<file path="src/rtl/mem_ctrl_pkg.sv">
// Shared encodings for the byte-serial memory arbiter: access widths,
// controller states and the owner of the access in flight.
package mem_ctrl_pkg;

  localparam logic [1:0] WIDTH_B = 2'b00;
  localparam logic [1:0] WIDTH_H = 2'b01;
  localparam logic [1:0] WIDTH_W = 2'b10;

  localparam logic [2:0] IF_NBYTES = 3'd4;

  typedef enum logic [1:0] {
    ST_IDLE,
    ST_READ,
    ST_WRITE,
    ST_DONE
  } state_e;

  typedef enum logic {
    OWN_IF,
    OWN_MEM
  } owner_e;

  // Width code 11 is treated as a full word, same as WIDTH_W.
  function automatic logic [2:0] width_to_n(input logic [1:0] w);
    case (w)
      WIDTH_B: width_to_n = 3'd1;
      WIDTH_H: width_to_n = 3'd2;
      default: width_to_n = 3'd4;
    endcase
  endfunction

endpackage

</file>
<file path="src/rtl/mem_ctrl_byte_seq.sv">
// Byte sequencer: walks N consecutive RAM byte addresses from a base, either
// writing little-endian store bytes or assembling read bytes one cycle later.
module mem_byte_seq
  import mem_ctrl_pkg::*;
#(
  parameter int ADDR_W = 32,
  parameter int DATA_W = 32
) (
  input  logic              clk,
  input  logic              rst_n,
  input  logic              start,
  input  logic [ADDR_W-1:0] base,
  input  logic [2:0]        nbytes,
  input  logic              we,
  input  logic [DATA_W-1:0] wdata,
  input  logic [7:0]        ram_din,
  output logic [ADDR_W-1:0] ram_addr,
  output logic              ram_wr,
  output logic [7:0]        ram_dout,
  output logic [DATA_W-1:0] rdata_nxt,
  output logic              finished
);

  logic [ADDR_W-1:0] addr_q, addr_d;
  logic              wr_q, wr_d;
  logic [7:0]        dout_q, dout_d;
  logic [DATA_W-1:0] wdata_q, wdata_d;
  logic [2:0]        n_q, n_d;
  logic [2:0]        icnt_q, icnt_d;
  logic              live_q, live_d;
  logic              samp_q, samp_d;
  logic [1:0]        rcnt_q, rcnt_d;
  logic [DATA_W-1:0] rdata_q, rdata_d;

  // live_q: a read address is on the bus this cycle; samp_q: its byte is on ram_din.
  always_comb begin
    addr_d   = addr_q;
    wr_d     = wr_q;
    dout_d   = dout_q;
    wdata_d  = wdata_q;
    n_d      = n_q;
    icnt_d   = icnt_q;
    live_d   = live_q;
    samp_d   = live_q;
    rcnt_d   = rcnt_q;
    rdata_d  = rdata_q;
    finished = 1'b0;
    if (start) begin
      addr_d  = base;
      n_d     = nbytes;
      icnt_d  = 3'd1;
      rcnt_d  = 2'd0;
      rdata_d = '0;
      samp_d  = 1'b0;
      wr_d    = we;
      live_d  = ~we;
      dout_d  = we ? wdata[7:0] : dout_q;
      wdata_d = wdata >> 8;
    end else begin
      if (wr_q || live_q) begin
        if (icnt_q == n_q) begin
          wr_d     = 1'b0;
          live_d   = 1'b0;
          finished = wr_q;
        end else begin
          addr_d = addr_q + {{(ADDR_W-1){1'b0}}, 1'b1};
          icnt_d = icnt_q + 3'd1;
          if (wr_q) begin
            dout_d  = wdata_q[7:0];
            wdata_d = wdata_q >> 8;
          end
        end
      end
      if (samp_q) begin
        rdata_d[{rcnt_q, 3'b000} +: 8] = ram_din;
        rcnt_d = rcnt_q + 2'd1;
        if ({1'b0, rcnt_q} == n_q - 3'd1) finished = 1'b1;
      end
    end
  end

  always_ff @(posedge clk or negedge rst_n) begin
    if (!rst_n) begin
      addr_q  <= '0;
      wr_q    <= 1'b0;
      dout_q  <= '0;
      wdata_q <= '0;
      n_q     <= '0;
      icnt_q  <= '0;
      live_q  <= 1'b0;
      samp_q  <= 1'b0;
      rcnt_q  <= '0;
      rdata_q <= '0;
    end else begin
      addr_q  <= addr_d;
      wr_q    <= wr_d;
      dout_q  <= dout_d;
      wdata_q <= wdata_d;
      n_q     <= n_d;
      icnt_q  <= icnt_d;
      live_q  <= live_d;
      samp_q  <= samp_d;
      rcnt_q  <= rcnt_d;
      rdata_q <= rdata_d;
    end
  end

  assign ram_addr  = addr_q;
  assign ram_wr    = wr_q;
  assign ram_dout  = dout_q;
  assign rdata_nxt = rdata_d;

endmodule

</file>
<file path="src/rtl/mem_ctrl.sv">
// Single-port arbiter between instruction fetch and load/store over a
// byte-wide synchronous RAM; MEM wins ties and both sides stall until done.
module mem_ctrl
  import mem_ctrl_pkg::*;
#(
  parameter int ADDR_W = 32,
  parameter int DATA_W = 32
) (
  input  logic              clk,
  input  logic              rst_n,
  input  logic              if_req,
  input  logic [ADDR_W-1:0] if_addr,
  output logic [DATA_W-1:0] if_data,
  output logic              if_done,
  input  logic              mem_req,
  input  logic              mem_we,
  input  logic [1:0]        mem_width,
  input  logic [ADDR_W-1:0] mem_addr,
  input  logic [DATA_W-1:0] mem_wdata,
  output logic [DATA_W-1:0] mem_rdata,
  output logic              mem_done,
  input  logic [7:0]        ram_din,
  output logic [7:0]        ram_dout,
  output logic [ADDR_W-1:0] ram_addr,
  output logic              ram_wr,
  output logic              stallreq_if,
  output logic              stallreq_mem
);

  state_e            state_q, state_d;
  owner_e            owner_q, owner_d;
  logic [DATA_W-1:0] if_data_q, if_data_d;
  logic [DATA_W-1:0] mem_rdata_q, mem_rdata_d;
  logic              if_done_q, if_done_d;
  logic              mem_done_q, mem_done_d;

  logic              seq_start;
  logic [ADDR_W-1:0] seq_base;
  logic [2:0]        seq_n;
  logic              seq_we;
  logic [DATA_W-1:0] seq_rdata;
  logic              seq_fin;

  always_comb begin
    state_d     = state_q;
    owner_d     = owner_q;
    if_data_d   = if_data_q;
    mem_rdata_d = mem_rdata_q;
    if_done_d   = 1'b0;
    mem_done_d  = 1'b0;
    seq_start   = 1'b0;
    seq_base    = mem_addr;
    seq_n       = width_to_n(mem_width);
    seq_we      = mem_we;
    case (state_q)
      ST_IDLE: begin
        if (mem_req) begin
          seq_start = 1'b1;
          owner_d   = OWN_MEM;
          state_d   = mem_we ? ST_WRITE : ST_READ;
        end else if (if_req) begin
          seq_start = 1'b1;
          seq_base  = if_addr;
          seq_n     = IF_NBYTES;
          seq_we    = 1'b0;
          owner_d   = OWN_IF;
          state_d   = ST_READ;
        end
      end
      ST_READ, ST_WRITE: begin
        // Completion is registered so done and data appear together next cycle.
        if (seq_fin) begin
          state_d = ST_DONE;
          if (owner_q == OWN_MEM) begin
            mem_done_d = 1'b1;
            if (state_q == ST_READ) mem_rdata_d = seq_rdata;
          end else begin
            if_done_d = 1'b1;
            if_data_d = seq_rdata;
          end
        end
      end
      default: state_d = ST_IDLE;
    endcase
  end

  always_ff @(posedge clk or negedge rst_n) begin
    if (!rst_n) begin
      state_q     <= ST_IDLE;
      owner_q     <= OWN_IF;
      if_data_q   <= '0;
      mem_rdata_q <= '0;
      if_done_q   <= 1'b0;
      mem_done_q  <= 1'b0;
    end else begin
      state_q     <= state_d;
      owner_q     <= owner_d;
      if_data_q   <= if_data_d;
      mem_rdata_q <= mem_rdata_d;
      if_done_q   <= if_done_d;
      mem_done_q  <= mem_done_d;
    end
  end

  mem_byte_seq #(
    .ADDR_W(ADDR_W),
    .DATA_W(DATA_W)
  ) u_seq (
    .clk      (clk),
    .rst_n    (rst_n),
    .start    (seq_start),
    .base     (seq_base),
    .nbytes   (seq_n),
    .we       (seq_we),
    .wdata    (mem_wdata),
    .ram_din  (ram_din),
    .ram_addr (ram_addr),
    .ram_wr   (ram_wr),
    .ram_dout (ram_dout),
    .rdata_nxt(seq_rdata),
    .finished (seq_fin)
  );

  assign if_data      = if_data_q;
  assign mem_rdata    = mem_rdata_q;
  assign if_done      = if_done_q;
  assign mem_done     = mem_done_q;
  assign stallreq_if  = if_req & ~if_done_q;
  assign stallreq_mem = mem_req & ~mem_done_q;

endmodule

</file>
<file path="config.mk">
export PLATFORM = sky130hd
export DESIGN_NAME = mem_ctrl
export DESIGN_NICKNAME = d
export VERILOG_FILES = /design/src/rtl/mem_ctrl_pkg.sv /design/src/rtl/mem_ctrl_byte_seq.sv /design/src/rtl/mem_ctrl.sv
export SDC_FILE = /design/constraint.sdc
export NUM_CORES = 1
export LEC_CHECK = 0
export ABC_CLOCK_PERIOD_IN_PS = 2700
export CAP_MARGIN = 20
export CORE_MARGIN = 10
export CORE_UTILIZATION = 30
export CTS_CLUSTER_DIAMETER = 60
export DETAILED_ROUTE_END_ITERATION = 6
export PLACE_DENSITY_LB_ADDON = 0.15
export SLEW_MARGIN = 20
export SYNTH_ARGS = -nofsm -noshare
export SYNTH_HDL_FRONTEND = slang
export SYNTH_HIERARCHICAL = 1
export SYNTH_SLANG_ARGS = --single-unit
</file>
<file path="constraint.sdc">
create_clock -name clk -period 2.7 [get_ports clk]
set_clock_uncertainty 0.05 [all_clocks]
set_input_delay 0.405 -clock clk [delete_from_list [all_inputs] [get_ports clk]]
set_output_delay 0.405 -clock clk [all_outputs]
set_load 0.1 [all_outputs]
</file>
; After elaboration in Yosys (flattened, before gate mapping)
; Index checks and enable logic that the tools add are counted.
[totals]
regBits = 184
inputBits = 111
word_cells = 111
[classes]
add_sub_neg = 5
n_eq_ne = 9
n_shift = 2
muxes = 56
bitwise_logic = 6
reduce_logical = 17
[ops]
columns = op, count
row1 = $mux W32, 12
row2 = $mux W8, 5
row3 = $add A32 B1 Y32 const B, 1
row4 = $bwmux W32, 1
row5 = $shift A8 B7 Y32 const A, 1
row6 = $shiftx A8 B7 Y32, 1
row7 = $mux W1, 24
row8 = $mux W3, 6
row9 = $mux W2, 6
row10 = $reduce_bool A2 Y1, 5
row11 = $reduce_and A2 Y1, 4
row12 = $reduce_and A4 Y1, 2
row13 = $neg A5 Y7, 1
row14 = $pmux W3 S2, 1
row15 = $reduce_and A3 Y1, 2
row16 = $eq A2 B1 Y1 const B, 2
row17 = $logic_not A2 Y1, 2
row18 = $ne A2 B2 Y1 const B, 2
row19 = $not A1 Y1, 4
row20 = $pmux W2 S2, 1
row21 = $add A3 B1 Y3 const B, 1
row22 = $eq A2 B3 Y1, 1
row23 = $eq A3 B3 Y1, 1
row24 = $ne A3 B3 Y1 const B, 1
row25 = other kinds (7), 8

; Logic depth before layout (Yosys ltp)
; Gate-level depths: netlist of the first run.
[logic_depth]
depth_word = 8
ltp_mapped = 10
ltp_nobuf = 8

; Cells and area by module
; The synthesis of the first run kept the hierarchy.
[modules_own_cells]
columns = mod, n_inst, cells_per_inst, area_per_inst_um2, seq_area_each_um2
row1 = mem_byte_seq, 1, 521, 5113.7, 2677.6
row2 = mem_ctrl, 1, 204, 3135.5, 1726.7

; Worst setup path before layout of the first run
; OpenSTA, ideal clock, no wires.
[synth_timing]
kind = register to register
from = register u_seq.addr_q[2], in the netlist u_seq/ram_addr[2]
to = register u_seq.addr_q[27], in the netlist u_seq/ram_addr[27]
arrival_time_ns = 2.642
required_ns = 2.568
slack_ns = -0.074
stages_incl_launch_ff = 7
path_buffers = 1
path_cell_list = dfrtp_1 and3_1 nand3_1 or3_1 buf_2 or4_1 a31oi_1
[synth_between]
elab_chain_cells = 4
[synth_lines]
columns = element, line
row1 = start: declaration, mem_ctrl_byte_seq.sv:24  ; logic [ADDR_W-1:0] addr_q, addr_d;
row2 = start signal: assignment, mem_ctrl_byte_seq.sv:95  ; addr_q <= addr_d;
row3 = $add A32 B1 Y32, mem_ctrl_byte_seq.sv:66  ; addr_d = addr_q + {{(ADDR_W-1){1'b0}}, 1'b1};
row4 = $mux W32, mem_ctrl_byte_seq.sv:61  ; if (icnt_q == n_q) begin
row5 = $mux W32, mem_ctrl_byte_seq.sv:60  ; if (wr_q || live_q) begin
row6 = $mux W32, mem_ctrl_byte_seq.sv:48  ; if (start) begin
; Every way passes these cells. The select of a mux whose other input is x is not followed.
; A chain may end at the register's enable or synchronous reset.

; Worst setup path after layout of the first run
[layout_timing]
from = register u_seq.n_q[0]
to = register mem_rdata_q[6], in the netlist mem_rdata[6]
[layout_between]
elab_chain_cells = 7
word_cells_on_any_way = 9
cone_classes = add/sub (1) / eq/ne (2) / mux (5) / reduce/logical (1)
[layout_lines]
columns = element, line
row1 = start: declaration, mem_ctrl_byte_seq.sv:28  ; logic [2:0] n_q, n_d;
row2 = start signal: assignment, mem_ctrl_byte_seq.sv:99  ; n_q <= n_d;
row3 = "parallel branches: the longest is 4 deep, another holds $sub A3 B1 Y3", -
row4 = $mux W1 (*), mem_ctrl_byte_seq.sv:74  ; if (samp_q) begin
row5 = $mux W1 (*), mem_ctrl_byte_seq.sv:48
row6 = net seq_fin, mem_ctrl.sv:42  ; logic seq_fin;
row7 = $reduce_and A4 Y1 (no line) (*), -
row8 = end signal: assignment, mem_ctrl.sv:99  ; mem_rdata_q <= mem_rdata_d;
row9 = end: declaration, mem_ctrl.sv:33  ; logic [DATA_W-1:0] mem_rdata_q, mem_rdata_d;
; Mark *: on every way through the listed nets, which the timed path passes.

==> qor.log, run 1 <==
INFO  route          drt_drc_violations_left=0
INFO  global_routing grt_first_pass_wirelength=38400um
INFO  finish         post_route_cells_drive_above_1_share=27.1%
INFO  route          postRouteWirelength=24100um
INFO  finish         layout-area-overhead-vs-synth=37.1%
INFO  critical_path  wp_data_arrival=2.68ns
INFO  critical_path  crit_path_end_kind=flip-flop
INFO  clock_tree     clock-sinks=176
INFO  worst_hold_path hp-class=in2async
INFO  clock_tree     cts_repair_resizes=0
INFO  critical_path  timing.critical_path.max_delay_family=compound AO/OA/AOI/OAI gates
INFO  route          detail_routed_via_count_per_cell=4.79
INFO  floorplanning  fp.dieArea=0.0345sqmm
INFO  synth          seq_area_frac_synth=53.4%
INFO  critical_path  worst_path_cell_chain=inv_1 -> ha_1 -> xor2_1 -> nand4_1 -> a21oi_1 -> nand3_2 -> buf_12 -> mux2_2
INFO  outcome        result_of_the_run=finished clean
INFO  route          drt_pre_antenna_iters=7
INFO  sta            final.min_clock_period=2.42ns
INFO  pwr            power.ir.vdd_worst=0.539mV
INFO  place          placed_cells=1270
INFO  sta            final_min_period_over_clock_period=89.6%
INFO  route          detailedRoute.firstIterationViolations=455
INFO  global_routing grt-ovfl-total=0
INFO  critical_path  slowest_stage=a21oi_1
INFO  critical_path  path_class=reg2reg
INFO  global_routing number_of_antenna_violations_at_the_first_check_in_global_routing=1
INFO  route          drtAntennaViolNets=0
INFO  synth          fraction_of_synthesis_flops_using_an_asynchronous_set_or_reset_pin=100%
INFO  floorplanning  floorplan.die.height=186um
INFO  synth          synth.top_cells.by_area=dfrtp_1, mux2_2, mux2_1
INFO  clock_tree     cts_post_setup_buffers_inserted=0
INFO  critical_path  r2r_end=mem_rdata[6]$_DFFE_PN0P_
INFO  critical_path  worst_path_largest_cell_delay=0.45ns
INFO  synth          synth_top_cell_area_share=53.4%
INFO  clock_tree     htree_levels=4
INFO  job            maxCapViolations=0
INFO  clock_tree     worst_skew_pair.late_latency=0.42ns
INFO  sta            pin_slew_with_the_least_headroom_to_its_limit=0.533ns
INFO  global_routing grt_start_max_net_pins=126
INFO  global_routing grt_pass1_vias=6575
INFO  critical_path  total_buffers_and_inverters_traversed_by_the_critical_path=2
INFO  finish         n_antenna_cell=0
INFO  global_routing grtUsageTotal=14.2%
INFO  pwr            p_leak=0.00525uW
INFO  synth          postSynth.topFlopCell=dfrtp_1
INFO  synth          syn_inst=725
INFO  finish         finish.net_count=1072
INFO  clock_tree     post_cts_hold_buffer_count=1
INFO  synth          ys_types=44
INFO  sta            hold_violations=0
INFO  critical_path  setup.reg_to_reg.worst_slack=0.28ns
INFO  synth          synth-warning-count=6
INFO  clock_tree     cts_tree=built
INFO  route          routed-via-count=6237
INFO  critical_path  critical_path_required=2.96ns
INFO  place          numPortBuffers=219
INFO  synth          post_synth_instance_area=0.00825sqmm
INFO  sta            slew_violations=0
INFO  sta            fmaxAchievable=413MHz
INFO  sta            unrepaired_setup_endpoints_after_global_routing=false
INFO  critical_path  critical_path.startpoint_type=flip-flop
INFO  critical_path  r2r_start=u_seq/n_q[0]$_DFFE_PN0P_
INFO  synth          synthesis.area_per_instance=11.4squm
INFO  synth          synth_enable_flop_cells=0
INFO  synth          synth.net_count=848
INFO  critical_path  reg2reg_depth=8
INFO  clock_tree     cts_buffers=17
INFO  clock_tree     clockBufferDepth=2
INFO  floorplanning  coreArea=0.0270sqmm
INFO  place          finalWeightedCongestion=0.810
INFO  sta            finalSetupViolations=0
INFO  critical_path  critical_path.max_fanout=32
INFO  synth          post_synth_most_frequent_cells=dfrtp_1, nand2_1, mux2_2, o21ai_0, nor2_1
INFO  finish         fillerInstances=2655
INFO  synth          synth_area_leader_cell=dfrtp_1
INFO  place          dp.final_hpwl=17800um
INFO  floorplanning  floorplan.initialDensity=30.5%
INFO  floorplanning  chipWidth=186um
INFO  sta            setup_total_negative_slack=0ns
INFO  floorplanning  io_pins=220
INFO  floorplanning  placement_rows=60
INFO  pwr            power.density=1130mW/mm^2
INFO  sta            timing.slew.headroom=64.5%
INFO  clock_tree     path_clk_slew=0.08ns
INFO  pwr            design_power_total=12800uW
INFO  synth          synthMostInstantiatedCell=dfrtp_1
INFO  clock_tree     cts-root-buf=clkbuf_16
INFO  finish         finish.cell_count_without_fillers=1303
INFO  route          wl_per_cell=18.5um
INFO  synth          postSynthRegisterBits=176
-- power breakdown --
part / internal [uW] / total, uW / switching (uW)
logic: 1850 / 6400 / 4550
clock network: 1250 / 2470 / 1220
registers: 3320 / 3950 / 624
total: 6420 / 12800 / 6390
-- cells by family (layout without fill, tap and decap cells) --
kind of cell,after synthesis,count (layout),synth area share [%]
adder cells (fa/ha/maj),12,12,1.82
flip-flops,176,176,53.4
multiplexers,132,132,17.8
AO/OA/AOI/OAI,110,110,8.24
XOR/XNOR,33,33,3.50
buffers and inverters,53,290,3.17
AND/OR/NAND/NOR,209,209,12.1
-- layout make-up --
cell class,instances,area (sq um),area share (%)
flip-flops and latches,176,4410,39.0
multi-input cells,496,3620,32.0
repair buffers,243,2200,19.5
well taps,341,427,3.77
clock buffers,17,425,3.76
clock inverters,15,163,1.44
inverters,15,56.3,0.498
-- per-stage QoR --
stage	hold slack, ns	utilization, %	worst slack (ns)	instance area, sq um
final	0.415	41.8	0.281	11300
after global placement	0.303	39.6	0.223	10700
after CTS	0.409	41.8	0.261	11300
after detailed placement	0.300	39.6	0.200	10700
after floorplan	0.0594	-	0.000318	8260
after global routing	0.441	41.8	0.0799	11300
-- registers in the layout (all words and copies together) (netlist names) --
register,count
if_data,32
mem_done,1
u_seq/rdata_q,32
u_seq/ram_dout,8
owner_q,1
u_seq/rcnt_q,2
u_seq/ram_addr,32
u_seq/n_q,3
mem_rdata,32
if_done,1
u_seq/wdata_q,24
u_seq/ram_wr,1
u_seq/live_q,1
state_q,2
u_seq/icnt_q,3
u_seq/samp_q,1
-- worst register-to-register path, stage by stage (launching register included) --
cell and delay (ns):
dfrtp_1 0.40, inv_1 0.07, ha_1 0.30, xor2_1 0.18, nand4_1 0.14, a21oi_1 0.45, nand3_2 0.16, buf_12 0.21
mux2_2 0.35
-- placed cells by master (no fill, tap or decap), drive strengths merged, types with 3 or more instances in the layout --
master / n
xor2: 7
a31oi: 8
inv: 24
ha: 12
nand3: 15
clkbuf: 17
nor4: 15
o31ai: 5
o21ai: 57
a22oi: 32
mux2i: 19
nor2b: 5
buf: 133
nor3: 7
nand2b: 3
or3: 4
nand2: 83
a21oi: 3
mux2: 113
nand4: 4
clkinv: 6
or4: 5
nor2: 52
dfrtp: 176
xnor2: 26
and3: 6
clkdlybuf4s50: 109
-- layer usage --
metal	GRT usage [%]	routed length (um)
met1	18.6	11100
met2	21.7	10900
met3	5.23	1930
met4	3.39	280
met5	0	13
-- how the worst max path moves through the flow --
| stage | endpoint | slack [ns] | depth (start not counted) | from |
|---|---|---|---|---|
| global route | if_data[6]$_DFFE_PN0P_ | 0.08 | 8 | u_seq/n_q[0]$_DFFE_PN0P_ |
| CTS | if_data[6]$_DFFE_PN0P_ | 0.26 | 8 | u_seq/n_q[0]$_DFFE_PN0P_ |
| finish | mem_rdata[6]$_DFFE_PN0P_ | 0.28 | 8 | u_seq/n_q[0]$_DFFE_PN0P_ |
| floorplan | u_seq/ram_addr[30]$_DFFE_PN0P_ | 0.0003 | 6 | u_seq/ram_addr[6]$_DFFE_PN0P_ |
| detailed placement | u_seq/ram_dout[5]$_DFFE_PN0P_ | 0.20 | 7 | mem_req |
| global placement | mem_rdata[30]$_DFFE_PN0P_ | 0.22 | 8 | u_seq/n_q[0]$_DFFE_PN0P_ |
(Power assumes the default switching activity.)
==> run 2: changes to the inputs <==
Settings changed: CORE_MARGIN 10 to 8, HOLD_SLACK_MARGIN from default to 0.12, MAX_ROUTING_LAYER from default to met4.
==> qor.log, run 2 (synthesis results as in run 1) <==
INFO  finish         final_common_cell=dfrtp_1
INFO  sta            fmaxAchievable=415MHz [+0.45%]
INFO  global_routing grt_start_max_net_pins=84 [-33%]
INFO  critical_path  wp_data_arrival=2.72ns [+0.04 ns]
INFO  critical_path  timing.critical_path.max_delay_family=simple AND/OR/NAND/NOR gates
INFO  sta            pin_slew_with_the_least_headroom_to_its_limit=0.503ns [-0.0295 ns]
INFO  route          detailedRoute.firstIterationViolations=459 [+0.88%]
INFO  worst_hold_path hp-class=in2async
INFO  clock_tree     cts-root-buf=clkbuf_16
INFO  critical_path  worst_path_cell_chain=xor2_1 -> o32ai_4 -> or3_1 -> or4_1 -> a31oi_1
INFO  route          wl_per_cell=17.8um [-3.7%]
INFO  route          routed-via-count=6221 [-0.26%]
INFO  critical_path  worst_path_largest_cell_delay=0.54ns [+0.09 ns]
INFO  critical_path  critical_path.max_fanout=8 [-75%]
INFO  clock_tree     cts_tree=built
INFO  global_routing grt_first_pass_wirelength=37400um [-2.7%]
INFO  clock_tree     htree_levels=4 [unchanged]
INFO  floorplanning  placement_rows=60 [unchanged]
INFO  global_routing grtUsageTotal=14.6% [+0.40 points]
INFO  critical_path  critical_path_required=3.02ns [+0.06 ns]
INFO  floorplanning  floorplan.initialDensity=30.6% [+0.085 points]
INFO  clock_tree     path_clk_slew=0.08ns [about the same]
INFO  finish         n_antenna_cell=0 [unchanged]
INFO  clock_tree     clockBufferDepth=2 [unchanged]
INFO  critical_path  path_class=reg2reg
INFO  finish         layout-area-overhead-vs-synth=37.5%
INFO  critical_path  reg2reg_depth=5 [-3]
INFO  sta            final.min_clock_period=2.41ns [-0.0109 ns]
INFO  floorplanning  floorplan.die.height=182um [-2.2%]
INFO  clock_tree     cts_post_setup_buffers_inserted=0 [unchanged]
INFO  finish         finish.net_count=1072 [unchanged]
INFO  route          drt_pre_antenna_iters=5 [-2]
INFO  outcome        result_of_the_run=finished clean
INFO  route          detail_routed_via_count_per_cell=4.77 [-0.26%]
INFO  pwr            power.density=1140mW/mm^2 [+0.39%]
INFO  place          numPortBuffers=219 [unchanged]
INFO  sta            hold_violations=0 [unchanged]
INFO  critical_path  r2r_start=u_seq/icnt_q[0]$_DFFE_PN0P_
INFO  job            maxCapViolations=0 [unchanged]
INFO  sta            timing.slew.headroom=66.3% [+1.9 points]
INFO  sta            slew_violations=0 [unchanged]
INFO  sta            setup_total_negative_slack=0ns [unchanged]
INFO  floorplanning  fp.dieArea=0.0331sqmm [-4.3%]
INFO  sta            finalSetupViolations=0 [unchanged]
INFO  pwr            p_leak=0.00525uW [+0.11%]
INFO  critical_path  total_buffers_and_inverters_traversed_by_the_critical_path=0 [-2]
INFO  clock_tree     clock-sinks=176 [unchanged]
INFO  finish         layout.cells.most_common_list=dfrtp_1, buf_4, clkdlybuf4s50_1, nand2_1, mux2_2
INFO  global_routing number_of_antenna_violations_at_the_first_check_in_global_routing=0 [-1]
INFO  route          postRouteWirelength=23200um [-3.7%]
INFO  global_routing grt_pass1_vias=6565 [-0.15%]
INFO  place          finalWeightedCongestion=0.760 [-6.2%]
INFO  finish         post_route_cells_drive_above_1_share=27.1% [unchanged]
INFO  floorplanning  coreArea=0.0270sqmm [-0.28%]
INFO  clock_tree     worst_skew_pair.late_latency=0.44ns [+0.02 ns]
INFO  place          dp.final_hpwl=17300um [-2.4%]
INFO  route          drtAntennaViolNets=0 [unchanged]
INFO  clock_tree     cts_buffers=17 [unchanged]
INFO  route          drt_drc_violations_left=0 [unchanged]
INFO  floorplanning  chipWidth=182um [-2.2%]
INFO  critical_path  crit_path_end_kind=flip-flop
INFO  sta            final_min_period_over_clock_period=89.2% [-0.40 points]
INFO  critical_path  r2r_end=u_seq/ram_addr[27]$_DFFE_PN0P_
INFO  floorplanning  io_pins=220 [unchanged]
INFO  finish         finish.utilization=42.1% [+0.25 points]
INFO  critical_path  setup.reg_to_reg.worst_slack=0.29ns [about the same]
INFO  clock_tree     post_cts_hold_buffer_count=1 [unchanged]
INFO  global_routing grt-ovfl-total=0 [unchanged]
INFO  critical_path  critical_path.startpoint_type=flip-flop
INFO  pwr            power.ir.vdd_worst=0.489mV [-9.3%]
INFO  clock_tree     cts_repair_resizes=0 [unchanged]
INFO  sta            unrepaired_setup_endpoints_after_global_routing=false
INFO  critical_path  slowest_stage=or3_1
==> run 2: cell type report <==
| type | count | area, sq um |
|---|---|---|
| clock buffer | 17 | 425 |
| clock inverter | 15 | 223 |
| fill | 2595 | 15600 |
| inverter | 15 | 56.3 |
| multi-input combinational | 496 | 3620 |
| sequential | 176 | 4410 |
| tap | 341 | 427 |
| timing repair buffer | 243 | 2180 |
==> run 2: metal layers <==
| layer | routed length [um] | vias up | GRT usage (%) |
|---|---|---|---|
| met2 | 10600 | 183 | 22.3 |
| li1 | - | 3014 | - |
| met1 | 10800 | 3005 | 18.9 |
| met3 | 1620 | 19 | 4.31 |
| met4 | 207 | 0 | 3.28 |
| met5 | 0 | - | - |
==> run 2: power by group <==
group	total, uW	leakage (uW)	internal [uW]	switching, uW
clock	2600	0.000310	1300	1300
sequential	3920	0.00232	3320	601
combinational	6380	0.00262	1840	4540
total	12900	0.00525	6460	6440
==> run 2: per-stage QoR <==
stage / power, uW / area, sq um / setup WS, ns / instances / hold WS (ns)
after detailed placement: 10400 / 10700 / 0.206 / 1270 / 0.324
final: 12900 / 11300 / 0.292 / 1303 / 0.416
after global placement: 10400 / 10700 / 0.248 / 1270 / 0.328
after floorplan: 8680 / 8260 / 0.000318 / 725 / 0.0594
after CTS: 13100 / 11300 / 0.294 / 1303 / 0.416
after global routing: 13600 / 11300 / 0.166 / 1303 / 0.459
==> run 2: worst max-delay path by stage <==
stage / slack [ns] / to / cells past startpoint / from
floorplan: 0.0003 / u_seq/ram_addr[30]$_DFFE_PN0P_ / 6 / u_seq/ram_addr[6]$_DFFE_PN0P_
detailed placement: 0.21 / if_data[21]$_DFFE_PN0P_ / 6 / mem_req
global placement: 0.25 / u_seq/ram_dout[6]$_DFFE_PN0P_ / 7 / mem_req
global route: 0.17 / u_seq/ram_addr[27]$_DFFE_PN0P_ / 5 / u_seq/n_q[2]$_DFFE_PN0P_
CTS: 0.29 / u_seq/ram_addr[27]$_DFFE_PN0P_ / 5 / u_seq/icnt_q[0]$_DFFE_PN0P_
finish: 0.29 / u_seq/ram_addr[27]$_DFFE_PN0P_ / 5 / u_seq/icnt_q[0]$_DFFE_PN0P_
==> run 3: changes to the inputs <==
Settings changed: SLEW_MARGIN 20 to default.
==> results of run 3 <==
Same layout as run 2: the final DEF is identical, and so are final timing and power.
